### config.mk
export PLATFORM = sky130hd
export DESIGN_NAME = spi_cfg_sequencer
export DESIGN_NICKNAME = d
export VERILOG_FILES = /design/src/rtl/spi_cfg_sequencer.sv
export SDC_FILE = /design/constraint.sdc
export NUM_CORES = 1
export LEC_CHECK = 0
export CAP_MARGIN = 10
export CORE_UTILIZATION = 40
export CTS_CLUSTER_DIAMETER = 60
export CTS_CLUSTER_SIZE = 28
export DETAILED_ROUTE_END_ITERATION = 10
export GPL_TIMING_DRIVEN = 0
export PLACE_DENSITY = 0.79
export SLEW_MARGIN = 30
export SYNTH_ARGS = -nofsm -noshare
export SYNTH_HDL_FRONTEND = slang
export SYNTH_SLANG_ARGS = --single-unit
### constraint.sdc
create_clock -name clk -period 2.2 [get_ports clk]
set_clock_uncertainty 0.2 [all_clocks]
set_input_delay 0.22 -clock clk [delete_from_list [all_inputs] [get_ports clk]]
set_output_delay 0.22 -clock clk [all_outputs]
set_load 0.005 [all_outputs]
### src/rtl/spi_cfg_sequencer.sv
// Walks a register ROM and issues one SPI transaction per entry, with per-entry gaps, spi_done timeout and status.
// Define SPI_CFG_READBACK_EN to add a read pass that checks every entry against rom_exp.
module spi_cfg_sequencer #(
    parameter int unsigned NUM_ENTRIES = 153,
    parameter int unsigned IDX_W       = 8,
    parameter int unsigned SPI_WIDTH   = 24,
    parameter int unsigned WAIT_W      = 16,
    parameter int unsigned TIMEOUT_CYC = 4096,
    parameter int unsigned DATA_W      = 8
) (
    input  logic              clk,
    input  logic              rst_n,
    input  logic              cfg_start,
    input  logic              spi_done,
    input  logic [WAIT_W-1:0] rom_wait,
    input  logic [DATA_W-1:0] spi_rd_data,
    input  logic [DATA_W-1:0] rom_exp,
    output logic              spi_start,
    output logic [1:0]        spi_cmd,
    output logic [7:0]        spi_width,
    output logic [IDX_W-1:0]  index,
    output logic              cfg_busy,
    output logic              cfg_done,
    output logic              cfg_err,
    output logic [IDX_W-1:0]  err_index
);

    localparam int unsigned     TMO_W    = (TIMEOUT_CYC > 1) ? $clog2(TIMEOUT_CYC + 1) : 1;
    localparam logic [IDX_W-1:0] LAST_IDX = IDX_W'(NUM_ENTRIES - 1);
    localparam logic [TMO_W-1:0] TMO_LAST = TMO_W'(TIMEOUT_CYC - 1);
    localparam logic [1:0]       CMD_WR   = 2'b00;
    localparam logic [1:0]       CMD_RD   = 2'b01;

    typedef enum logic [2:0] {
        S_IDLE, S_ISSUE, S_WAIT_DONE, S_GAP, S_DONE, S_ERR
    } state_e;

    state_e            state_q, state_d;
    logic [IDX_W-1:0]  index_q, index_d;
    logic [IDX_W-1:0]  err_index_q, err_index_d;
    logic              spi_start_q, spi_start_d;
    logic [1:0]        spi_cmd_q, spi_cmd_d;
    logic              busy_q, busy_d;
    logic              done_q, done_d;
    logic              err_q, err_d;
    logic [TMO_W-1:0]  tmo_q, tmo_d;
    logic [WAIT_W-1:0] gap_q, gap_d;
    logic              last_c, final_c, rd_bad_c, adv_c, fail_c;

`ifdef SPI_CFG_READBACK_EN
    logic              pass_q, pass_d;  // 0 = write pass, 1 = read pass
`else
    logic              unused_rb_c;
    assign unused_rb_c = ^{spi_rd_data, rom_exp};
`endif

    assign last_c = (index_q == LAST_IDX);

    // Next-state and output logic
    always_comb begin
        state_d     = state_q;
        index_d     = index_q;
        err_index_d = err_index_q;
        spi_start_d = 1'b0;
        spi_cmd_d   = spi_cmd_q;
        busy_d      = busy_q;
        done_d      = done_q;
        err_d       = err_q;
        tmo_d       = tmo_q;
        gap_d       = gap_q;
        adv_c       = 1'b0;
        fail_c      = 1'b0;
`ifdef SPI_CFG_READBACK_EN
        pass_d      = pass_q;
        final_c     = last_c && pass_q;
        rd_bad_c    = pass_q && (spi_rd_data != rom_exp);
`else
        final_c     = last_c;
        rd_bad_c    = 1'b0;
`endif

        unique case (state_q)
            S_IDLE, S_DONE, S_ERR: begin
                if (cfg_start) begin
                    state_d     = S_ISSUE;
                    index_d     = '0;
                    err_index_d = '0;
                    done_d      = 1'b0;
                    err_d       = 1'b0;
                    busy_d      = 1'b1;
                    spi_cmd_d   = CMD_WR;
`ifdef SPI_CFG_READBACK_EN
                    pass_d      = 1'b0;
`endif
                end
            end
            S_ISSUE: begin
                state_d     = S_WAIT_DONE;
                spi_start_d = 1'b1;
                tmo_d       = '0;
            end
            S_WAIT_DONE: begin
                tmo_d = tmo_q + TMO_W'(1);
                // spi_done has priority over a coincident timeout
                if (spi_done) begin
                    if (rd_bad_c) begin
                        fail_c = 1'b1;
                    end else if (final_c) begin
                        state_d   = S_DONE;
                        done_d    = 1'b1;
                        busy_d    = 1'b0;
                        spi_cmd_d = CMD_WR;
                    end else if (rom_wait == '0) begin
                        adv_c = 1'b1;
                    end else begin
                        gap_d   = rom_wait;
                        state_d = S_GAP;
                    end
                end else if ((TIMEOUT_CYC != 0) && (tmo_q == TMO_LAST)) begin
                    fail_c = 1'b1;
                end
            end
            S_GAP: begin
                if (gap_q == WAIT_W'(1)) begin
                    adv_c = 1'b1;
                end else begin
                    gap_d = gap_q - WAIT_W'(1);
                end
            end
            default: state_d = S_IDLE;
        endcase

        if (adv_c) begin
            state_d = S_ISSUE;
            index_d = last_c ? '0 : index_q + IDX_W'(1);
`ifdef SPI_CFG_READBACK_EN
            if (last_c) begin
                pass_d    = 1'b1;
                spi_cmd_d = CMD_RD;
            end
`endif
        end

        if (fail_c) begin
            state_d     = S_ERR;
            err_d       = 1'b1;
            err_index_d = index_q;
            busy_d      = 1'b0;
            spi_cmd_d   = CMD_WR;
        end
    end

    always_ff @(posedge clk or negedge rst_n) begin
        if (!rst_n) begin
            state_q     <= S_IDLE;
            index_q     <= '0;
            err_index_q <= '0;
            spi_start_q <= 1'b0;
            spi_cmd_q   <= CMD_WR;
            busy_q      <= 1'b0;
            done_q      <= 1'b0;
            err_q       <= 1'b0;
            tmo_q       <= '0;
            gap_q       <= '0;
`ifdef SPI_CFG_READBACK_EN
            pass_q      <= 1'b0;
`endif
        end else begin
            state_q     <= state_d;
            index_q     <= index_d;
            err_index_q <= err_index_d;
            spi_start_q <= spi_start_d;
            spi_cmd_q   <= spi_cmd_d;
            busy_q      <= busy_d;
            done_q      <= done_d;
            err_q       <= err_d;
            tmo_q       <= tmo_d;
            gap_q       <= gap_d;
`ifdef SPI_CFG_READBACK_EN
            pass_q      <= pass_d;
`endif
        end
    end

    assign spi_start = spi_start_q;
    assign spi_cmd   = spi_cmd_q;
    assign spi_width = 8'(SPI_WIDTH);
    assign index     = index_q;
    assign cfg_busy  = busy_q;
    assign cfg_done  = done_q;
    assign cfg_err   = err_q;
    assign err_index = err_index_q;

endmodule

==> impl_results.rst, run 1 <==
.. list-table::
   :header-rows: 1

   * - Metric
     - Value
   * - Kind of critical path
     - reg -> reg
   * - First element of the critical path
     - gap_q[9]$_DFFE_PN0P_
   * - Startpoint kind of the worst setup timing path
     - register
   * - Destination of the worst register-to-register timing path
     - index[3]$_DFFE_PN0P_
   * - Transition at the pin with the smallest max-transition slack
     - 501 ps
   * - # setup viols final
     - 0
   * - Number of distinct library cells after synthesis
     - 55
   * - Antenna violations before repair
     - 0
   * - Leading cell type in the layout, fill and taps excluded
     - sky130_fd_sc_hd__dfrtp_1
   * - Deepest level of the CTS H-tree
     - 2
   * - Final weighted congestion in routability-driven placement
     - 0.887
   * - Post-route setup slack
     - 24.6 ps
   * - Slew margin rel.
     - 0.666
   * - Commonest cells after routing, fill and taps aside
     - 52 x sky130_fd_sc_hd__dfrtp_1, 46 x sky130_fd_sc_hd__nand2_1, 38 x sky130_fd_sc_hd__clkdlybuf4s50_1
   * - Layout cells sized above 1
     - 0.183
   * - Reg2Reg Depth
     - 6
   * - Data required time of the critical path
     - 2220 ps
   * - Final Hold Fails
     - 0
   * - Cell area after synthesis
     - 3100 sq um
   * - Worst hold-check slack
     - 52.6 ps
   * - Dominant synthesized flop cell
     - sky130_fd_sc_hd__dfrtp_1
   * - WL/cell
     - 15.7 microns
   * - Chip Width
     - 90.1 microns
   * - Global route overflow
     - 0
   * - Clock latency on the worst-skew pair
     - 320 ps
   * - Startpoint of the lowest-slack register-to-register path
     - gap_q[9]$_DFFE_PN0P_
   * - Largest net degree at the start of global routing
     - 45
   * - FFs w/ async S/R, synth
     - 1.00
   * - Aggregate routed wire length
     - 8.08 mm
   * - Clock period minus worst slack
     - 2180 ps
   * - Worst voltage drop across the vdd grid
     - 0.589 mV
   * - Count of yosys warnings during synthesis
     - 0
   * - Die area
     - 8110 sq um
   * - Worst min path class
     - in -> async
   * - Number of buffers on the longest clock path
     - 2
   * - I/O pins
     - 66
   * - Count of antenna diodes in the layout
     - 0
   * - Clock Pin Slew Worst Setup and Hold Paths
     - 110 ps
   * - Maximum fanout along the worst path
     - 6
   * - Final HPWL DP
     - 5.31 mm
   * - Placed Instance Area
     - 3670 sq um
   * - Post-layout instance area
     - 4030 sq um
   * - Pwr/cell area
     - 907 nW/um^2
   * - Total number of vias
     - 2950
   * - Cts bufs inserted
     - 5
   * - Number of flops mapped to enable cells by yosys
     - 0
   * - Final #Nets
     - 455
   * - Std-Cell Rows
     - 31
   * - I/O Buffers
     - 39
   * - Crit path DAT
     - 2190 ps
   * - Non-filler instance count after layout
     - 514
   * - TritonCTS clock tree
     - built
   * - Static leakage
     - 1.72 nW
   * - Total global-route track usage
     - 0.206
   * - Post-Syn Area per Cell
     - 8.96 sq um
   * - Number of global-route vias before repair
     - 2759
   * - DRC Markers
     - 0
   * - Final ANT Viol Nets
     - 0
   * - CTS root buffer
     - sky130_fd_sc_hd__clkbuf_8
   * - DRT Pass-1 Iters
     - 5
   * - Unrepaired setup endpoints after global routing
     - true
   * - Area added between synthesis and finish
     - 29.9%
   * - Initial core utilization
     - 0.421
   * - Result of the run
     - completed
   * - Wire length of the first global-routing pass
     - 13.7 mm
   * - Highest achievable clock rate
     - 460 MHz
   * - Post-synthesis sequential element count
     - 52
   * - Height of the die
     - 90.1 microns
   * - R2R setup slack
     - 20 ps
   * - Num Clock Sinks
     - 52
   * - Share of the yosys chip area belonging to registers
     - 0.420
   * - Max cap viols
     - 0
   * - Final total power
     - 3.66 mW
   * - Final clock period utilization by the worst path
     - 0.989
   * - Initial drt markers
     - 187
   * - Filler Cells Inserted
     - 672
   * - Std-Cell Core Area
     - 7370 sq um
   * - Post-detailed-route via-to-cell ratio
     - 5.74
   * - Pins over their slew limit
     - 0
   * - Number of instances in the synthesized netlist
     - 346
   * - Type of element capturing the critical path
     - register
   * - Number of instances in the placed design
     - 493
   * - Pre-CTS setup slack
     - -461 ps
==> synth_stat cells, types with 2 or more instances <==
master | count | area share
sky130_fd_sc_hd__a21oi_1 | 17 | 0.027
sky130_fd_sc_hd__nor3b_1 | 5 | 0.012
sky130_fd_sc_hd__ha_1 | 5 | 0.020
sky130_fd_sc_hd__a21o_1 | 2 | 0.0048
sky130_fd_sc_hd__inv_1 | 8 | 0.0097
sky130_fd_sc_hd__a31oi_1 | 8 | 0.016
sky130_fd_sc_hd__nand3b_1 | 2 | 0.0048
sky130_fd_sc_hd__o22ai_1 | 4 | 0.0081
sky130_fd_sc_hd__o21ai_1 | 3 | 0.0048
sky130_fd_sc_hd__nand3_1 | 29 | 0.047
sky130_fd_sc_hd__a22o_1 | 7 | 0.020
sky130_fd_sc_hd__clkbuf_1 | 11 | 0.013
sky130_fd_sc_hd__nor2_1 | 14 | 0.017
sky130_fd_sc_hd__and2_1 | 4 | 0.0081
sky130_fd_sc_hd__nand4b_1 | 2 | 0.0056
sky130_fd_sc_hd__nor4_4 | 2 | 0.014
sky130_fd_sc_hd__o21ai_0 | 28 | 0.045
sky130_fd_sc_hd__conb_1 | 2 | 0.0024
sky130_fd_sc_hd__nand4_1 | 4 | 0.0081
sky130_fd_sc_hd__nand2b_1 | 3 | 0.0061
sky130_fd_sc_hd__xnor2_1 | 3 | 0.0085
sky130_fd_sc_hd__o22a_1 | 2 | 0.0056
sky130_fd_sc_hd__or4_4 | 2 | 0.0073
sky130_fd_sc_hd__nand2_1 | 46 | 0.056
sky130_fd_sc_hd__or2_2 | 2 | 0.0040
sky130_fd_sc_hd__buf_4 | 10 | 0.024
sky130_fd_sc_hd__o31ai_1 | 5 | 0.012
sky130_fd_sc_hd__dfrtp_1 | 52 | 0.42
sky130_fd_sc_hd__and3_1 | 4 | 0.0081
sky130_fd_sc_hd__nor3_1 | 6 | 0.0097
sky130_fd_sc_hd__nor2b_1 | 3 | 0.0061
sky130_fd_sc_hd__and4_1 | 5 | 0.014
sky130_fd_sc_hd__o211ai_1 | 2 | 0.0048
sky130_fd_sc_hd__nor4_1 | 8 | 0.016
sky130_fd_sc_hd__buf_2 | 6 | 0.0097
sky130_fd_sc_hd__mux2i_1 | 5 | 0.016
sky130_fd_sc_hd__o2bb2ai_1 | 7 | 0.020
==> critical path, stage by stage, from the launching register on <==
cell	delay (ps)
sky130_fd_sc_hd__dfrtp_1	440
sky130_fd_sc_hd__or4_4	570
sky130_fd_sc_hd__nor4_4	220
sky130_fd_sc_hd__a32oi_4	100
sky130_fd_sc_hd__and2_4	180
sky130_fd_sc_hd__buf_6	120
sky130_fd_sc_hd__a22o_1	230
==> routing by layer <==
| metal | up-vias | routed length, microns | track usage |
|---|---|---|---|
| li1 | 1396 | - | - |
| met1 | 1417 | 3580 | 0.289 |
| met2 | 123 | 3880 | 0.317 |
| met3 | 14 | 488 | 0.0372 |
| met4 | 0 | 130 | 0.0739 |
| met5 | - | 0 | 0 |
==> logic make-up (layout without fill, tap and decap cells) <==
group,count (synthesis),after routing,share of synthesized area
AO/OA/AOI/OAI,92,92,0.196
flip-flops,52,52,0.420
other,2,10,0.00242
AND/OR/NAND/NOR,149,149,0.270
XOR/XNOR,4,4,0.0113
multiplexers,6,6,0.0198
adder cells (fa/ha/maj),5,5,0.0202
buffers and inverters,36,97,0.0605
==> power by group <==
group | internal (mW) | switching (mW) | total (mW)
logic | 0.714 | 0.923 | 1.64
registers | 1.15 | 0.269 | 1.42
clock network | 0.235 | 0.366 | 0.600
total | 2.10 | 1.56 | 3.66
==> state kept, by name, indices dropped and copies added, names as in the netlist <==
| signal | flops |
|---|---|
| gap_q | 16 |
| tmo_q | 13 |
| err_index | 8 |
| index | 8 |
| state_q | 3 |
| cfg_busy | 1 |
| cfg_done | 1 |
| cfg_err | 1 |
| spi_start | 1 |
==> stage by stage <==
step                      TNS, ps  utilization
after floorplan                 0            -
after CTS                   -84.5        0.531
after global placement     -52520        0.495
after detailed placement    -8100        0.498
after global routing         -464        0.547
final                           0        0.547
==> cell type report <==
cell class                 instances  area, sq um  share of cell area
tap                               99          124              0.0307
inverter                           8         30.0             0.00745
buffer                            25          176              0.0438
multi-input combinational        266         1760               0.438
clock buffer                       5         68.8              0.0171
timing repair buffer              56          538               0.133
clock inverter                     3         27.5             0.00683
sequential                        52         1300               0.323
==> worst max-delay path by stage <==
stage	endpoint	cells past startpoint
2_1_floorplan	gap_q[1]$_DFFE_PN0P_	7
3_3_place_gp	tmo_q[9]$_DFFE_PN0P_	1
3_5_place_dp	gap_q[0]$_DFFE_PN0P_	8
4_1_cts	index[3]$_DFFE_PN0P_	8
5_1_grt	gap_q[8]$_DFFE_PN0P_	7
6_report	index[3]$_DFFE_PN0P_	6
==> repair_timing <==
| action | in CTS | in global routing |
|---|---|---|
| pin swaps | 4 | 6 |
| gates cloned | 0 | 0 |
| hold buffers | 1 | 0 |
| setup buffers | 11 | 5 |
| setup endpoints to repair | 32 | 45 |
| endpoints found under the hold margin | 52 | 0 |
| resized for setup | 11 | 32 |
No activity file was read; power rests on OpenSTA's default activity.
==> inputs of run 2 (changes only) <==
--- a/config.mk
+++ b/config.mk
@@ -11,7 +11,7 @@
 export CTS_CLUSTER_SIZE = 28
 export DETAILED_ROUTE_END_ITERATION = 10
 export GPL_TIMING_DRIVEN = 0
-export PLACE_DENSITY = 0.79
+export PLACE_DENSITY = 0.76
 export SLEW_MARGIN = 30
 export SYNTH_ARGS = -nofsm -noshare
 export SYNTH_HDL_FRONTEND = slang
==> constraint.sdc (replaced) <==
create_clock -name clk -period 2.29 [get_ports clk]
set_clock_uncertainty 0.2 [all_clocks]
set_input_delay 0.229 -clock clk [delete_from_list [all_inputs] [get_ports clk]]
set_output_delay 0.229 -clock clk [all_outputs]
set_load 0.005 [all_outputs]
==> impl_results.rst, run 2 (same netlist as run 1, synthesis figures left out) <==
.. list-table::
   :header-rows: 1

   * - Metric
     - Value
   * - Result of the run
     - completed (unchanged)
   * - Maximum fanout along the worst path
     - 6 (unchanged)
   * - Final ANT Viol Nets
     - 0 (unchanged)
   * - Cts bufs inserted
     - 5 (unchanged)
   * - # setup viols final
     - 0 (unchanged)
   * - Post-route setup slack
     - 59.2 ps (was 24.6 ps)
   * - Global route overflow
     - 0 (unchanged)
   * - Worst voltage drop across the vdd grid
     - 0.627 mV (was 0.589 mV)
   * - TritonCTS clock tree
     - built (unchanged)
   * - Kind of critical path
     - in -> reg (was reg -> reg)
   * - Pins over their slew limit
     - 0 (unchanged)
   * - Filler Cells Inserted
     - 687 (was 672)
   * - Top Registers
     - gap_q: 16 flops, tmo_q: 13 flops (unchanged)
   * - Leading cell type in the layout, fill and taps excluded
     - sky130_fd_sc_hd__dfrtp_1 (unchanged)
   * - Wire length of the first global-routing pass
     - 13.5 mm (was 13.7 mm)
   * - Final weighted congestion in routability-driven placement
     - 0.896 (was 0.887)
   * - Die area
     - 8110 sq um (unchanged)
   * - Std-Cell Rows
     - 31 (unchanged)
   * - Highest achievable clock rate
     - 448 MHz
   * - Count of antenna diodes in the layout
     - 0 (unchanged)
   * - Initial core utilization
     - 0.421 (unchanged)
   * - Summed negative setup slack over all endpoints
     - 0 ps (unchanged)
   * - Chip Width
     - 90.1 microns (unchanged)
   * - Number of flip-flops in the largest register
     - 16 (unchanged)
   * - Num Clock Sinks
     - 52 (unchanged)
   * - Static leakage
     - 1.69 nW (was 1.72 nW)
   * - Clock period minus worst slack
     - 2230 ps
   * - Max cap viols
     - 0 (unchanged)
   * - Largest net degree at the start of global routing
     - 40 (was 45)
   * - Antenna violations before repair
     - 0 (unchanged)
   * - Total number of vias
     - 2902 (was 2950)
   * - Height of the die
     - 90.1 microns (unchanged)
   * - Pwr/cell area
     - 874 nW/um^2 (was 907 nW/um^2)
   * - Post-detailed-route via-to-cell ratio
     - 5.67 (was 5.74)
   * - Aggregate routed wire length
     - 7.81 mm (was 8.08 mm)
   * - I/O pins
     - 66 (unchanged)
   * - Data required time of the critical path
     - 2290 ps (was 2220 ps)
   * - Pre-CTS setup slack
     - -489 ps (was -461 ps)
   * - Deepest level of the CTS H-tree
     - 2 (unchanged)
   * - Clock latency on the worst-skew pair
     - 310 ps (was 320 ps)
   * - Final Hold Fails
     - 0 (unchanged)
   * - Number of buffers on the longest clock path
     - 2 (unchanged)
   * - Final #Nets
     - 453 (was 455)
   * - Final HPWL DP
     - 5.30 mm (was 5.31 mm)
   * - Startpoint kind of the worst setup timing path
     - input pin (was register)
   * - Initial drt markers
     - 204 (was 187)
   * - Std-Cell Core Area
     - 7370 sq um (unchanged)
   * - Unrepaired setup endpoints after global routing
     - true (unchanged)
   * - DRT Pass-1 Iters
     - 5 (unchanged)
   * - DRC Markers
     - 0 (unchanged)
   * - Crit path DAT
     - 2230 ps (was 2190 ps)
   * - Layout cells sized above 1
     - 0.177 (was 0.183)
   * - Final clock period utilization by the worst path
     - 0.974
   * - Worst hold-check slack
     - 98.4 ps (was 52.6 ps)
   * - WL/cell
     - 15.2 microns (was 15.7 microns)
   * - Total global-route track usage
     - 0.204 (was 0.206)
   * - Register ranked first by flip-flop count
     - gap_q (unchanged)
   * - Area added between synthesis and finish
     - 28.2% (was 29.9%)
   * - Clock Pin Slew Worst Setup and Hold Paths
     - 100 ps (was 110 ps)
   * - CTS root buffer
     - sky130_fd_sc_hd__clkbuf_8 (unchanged)
   * - Commonest cells after routing, fill and taps aside
     - 50 x sky130_fd_sc_hd__dfrtp_1, 45 x sky130_fd_sc_hd__nand2_1, 38 x sky130_fd_sc_hd__clkdlybuf4s50_1 (was 52 x sky130_fd_sc_hd__dfrtp_1, 46 x sky130_fd_sc_hd__nand2_1, 38 x sky130_fd_sc_hd__clkdlybuf4s50_1)
   * - Type of element capturing the critical path
     - register (unchanged)
   * - I/O Buffers
     - 39 (unchanged)
   * - Number of global-route vias before repair
     - 2671 (was 2759)
   * - Worst min path class
     - in -> async (unchanged)
## run 2: cell count changes in the layout (fill, tap and decap cells not counted), sizes merged
| cell | delta |
|---|---|
| buf | -2 |
| clkinv | +1 |
| clkinvlp | -1 |
## run 2: critical path, cell delays in order
cell and delay [ps]:
sky130_fd_sc_hd__clkdlybuf4s50_1 510, sky130_fd_sc_hd__nor4_1 60, sky130_fd_sc_hd__and4_1 200, sky130_fd_sc_hd__buf_2 180
sky130_fd_sc_hd__o41ai_4 410, sky130_fd_sc_hd__buf_4 200, sky130_fd_sc_hd__buf_4 120, sky130_fd_sc_hd__nand3_1 70
sky130_fd_sc_hd__a22o_1 240
## run 2: metal layers
metal | wire length [microns] | vias to the layer above | track usage
met2 | 3680 | 116 | 0.333
met5 | 0 | - | 0
met1 | 3530 | 1386 | 0.284
met4 | 116 | 0 | 0.0524
met3 | 481 | 11 | 0.0254
li1 | - | 1389 | -
## run 2: repair_timing
item | in CTS | in global routing
gates cloned | 0 | 0
setup endpoints to repair | 22 | 42
hold buffers | 1 | 0
pin swaps | 4 | 3
setup buffers | 11 | 1
endpoints found under the hold margin | 52 | 0
gates resized for setup | 9 | 28
## run 2: metrics by stage
step | utilization | instances | power, mW | area, sq um
6_report | 0.540 | 512 | 3.48 | 3980
5_1_grt | 0.540 | 512 | 3.70 | 3980
4_1_cts | 0.526 | 511 | 3.27 | 3870
3_5_place_dp | 0.497 | 493 | 2.65 | 3660
3_3_place_gp | 0.495 | 492 | 2.61 | 3650
2_1_floorplan | - | 354 | 2.27 | 3130
## run 2: report_power, final
group          leakage, nW  total [mW]  internal, mW  switching (mW)
Clock               0.0485       0.556         0.220           0.336
Sequential           0.674        1.36          1.11           0.252
Combinational        0.969        1.56         0.662           0.898
Total                 1.69        3.48          1.99            1.49
## run 2: layout make-up
cell class,instances,area [sq um],share of cell area
Multi-Input combinational cell,266,1760,0.443
Sequential cell,52,1300,0.328
Timing Repair Buffer,53,508,0.128
Buffer,26,159,0.0399
Tap cell,99,124,0.0311
Clock buffer,5,68.8,0.0173
Inverter,8,30.0,0.00755
Clock inverter,3,22.5,0.00566
## run 2: worst paths after layout
check | startpoint | end | depth (start not counted) | slack (ps)
worst max-delay path | rom_wait[9] | gap_q[8]$_DFFE_PN0P_ | 9 | 60
worst min register to register | tmo_q[8]$_DFFE_PN0P_ | tmo_q[8]$_DFFE_PN0P_ | 1 | 280
max in group asynchronous | rst_n | index[0]$_DFFE_PN0P_ | 3 | 1320
worst min-delay path | rst_n | tmo_q[0]$_DFFE_PN0P_ | 2 | 100
worst max register to register | gap_q[9]$_DFFE_PN0P_ | index[3]$_DFFE_PN0P_ | 6 | 70
min in group clk | tmo_q[8]$_DFFE_PN0P_ | tmo_q[8]$_DFFE_PN0P_ | 1 | 280
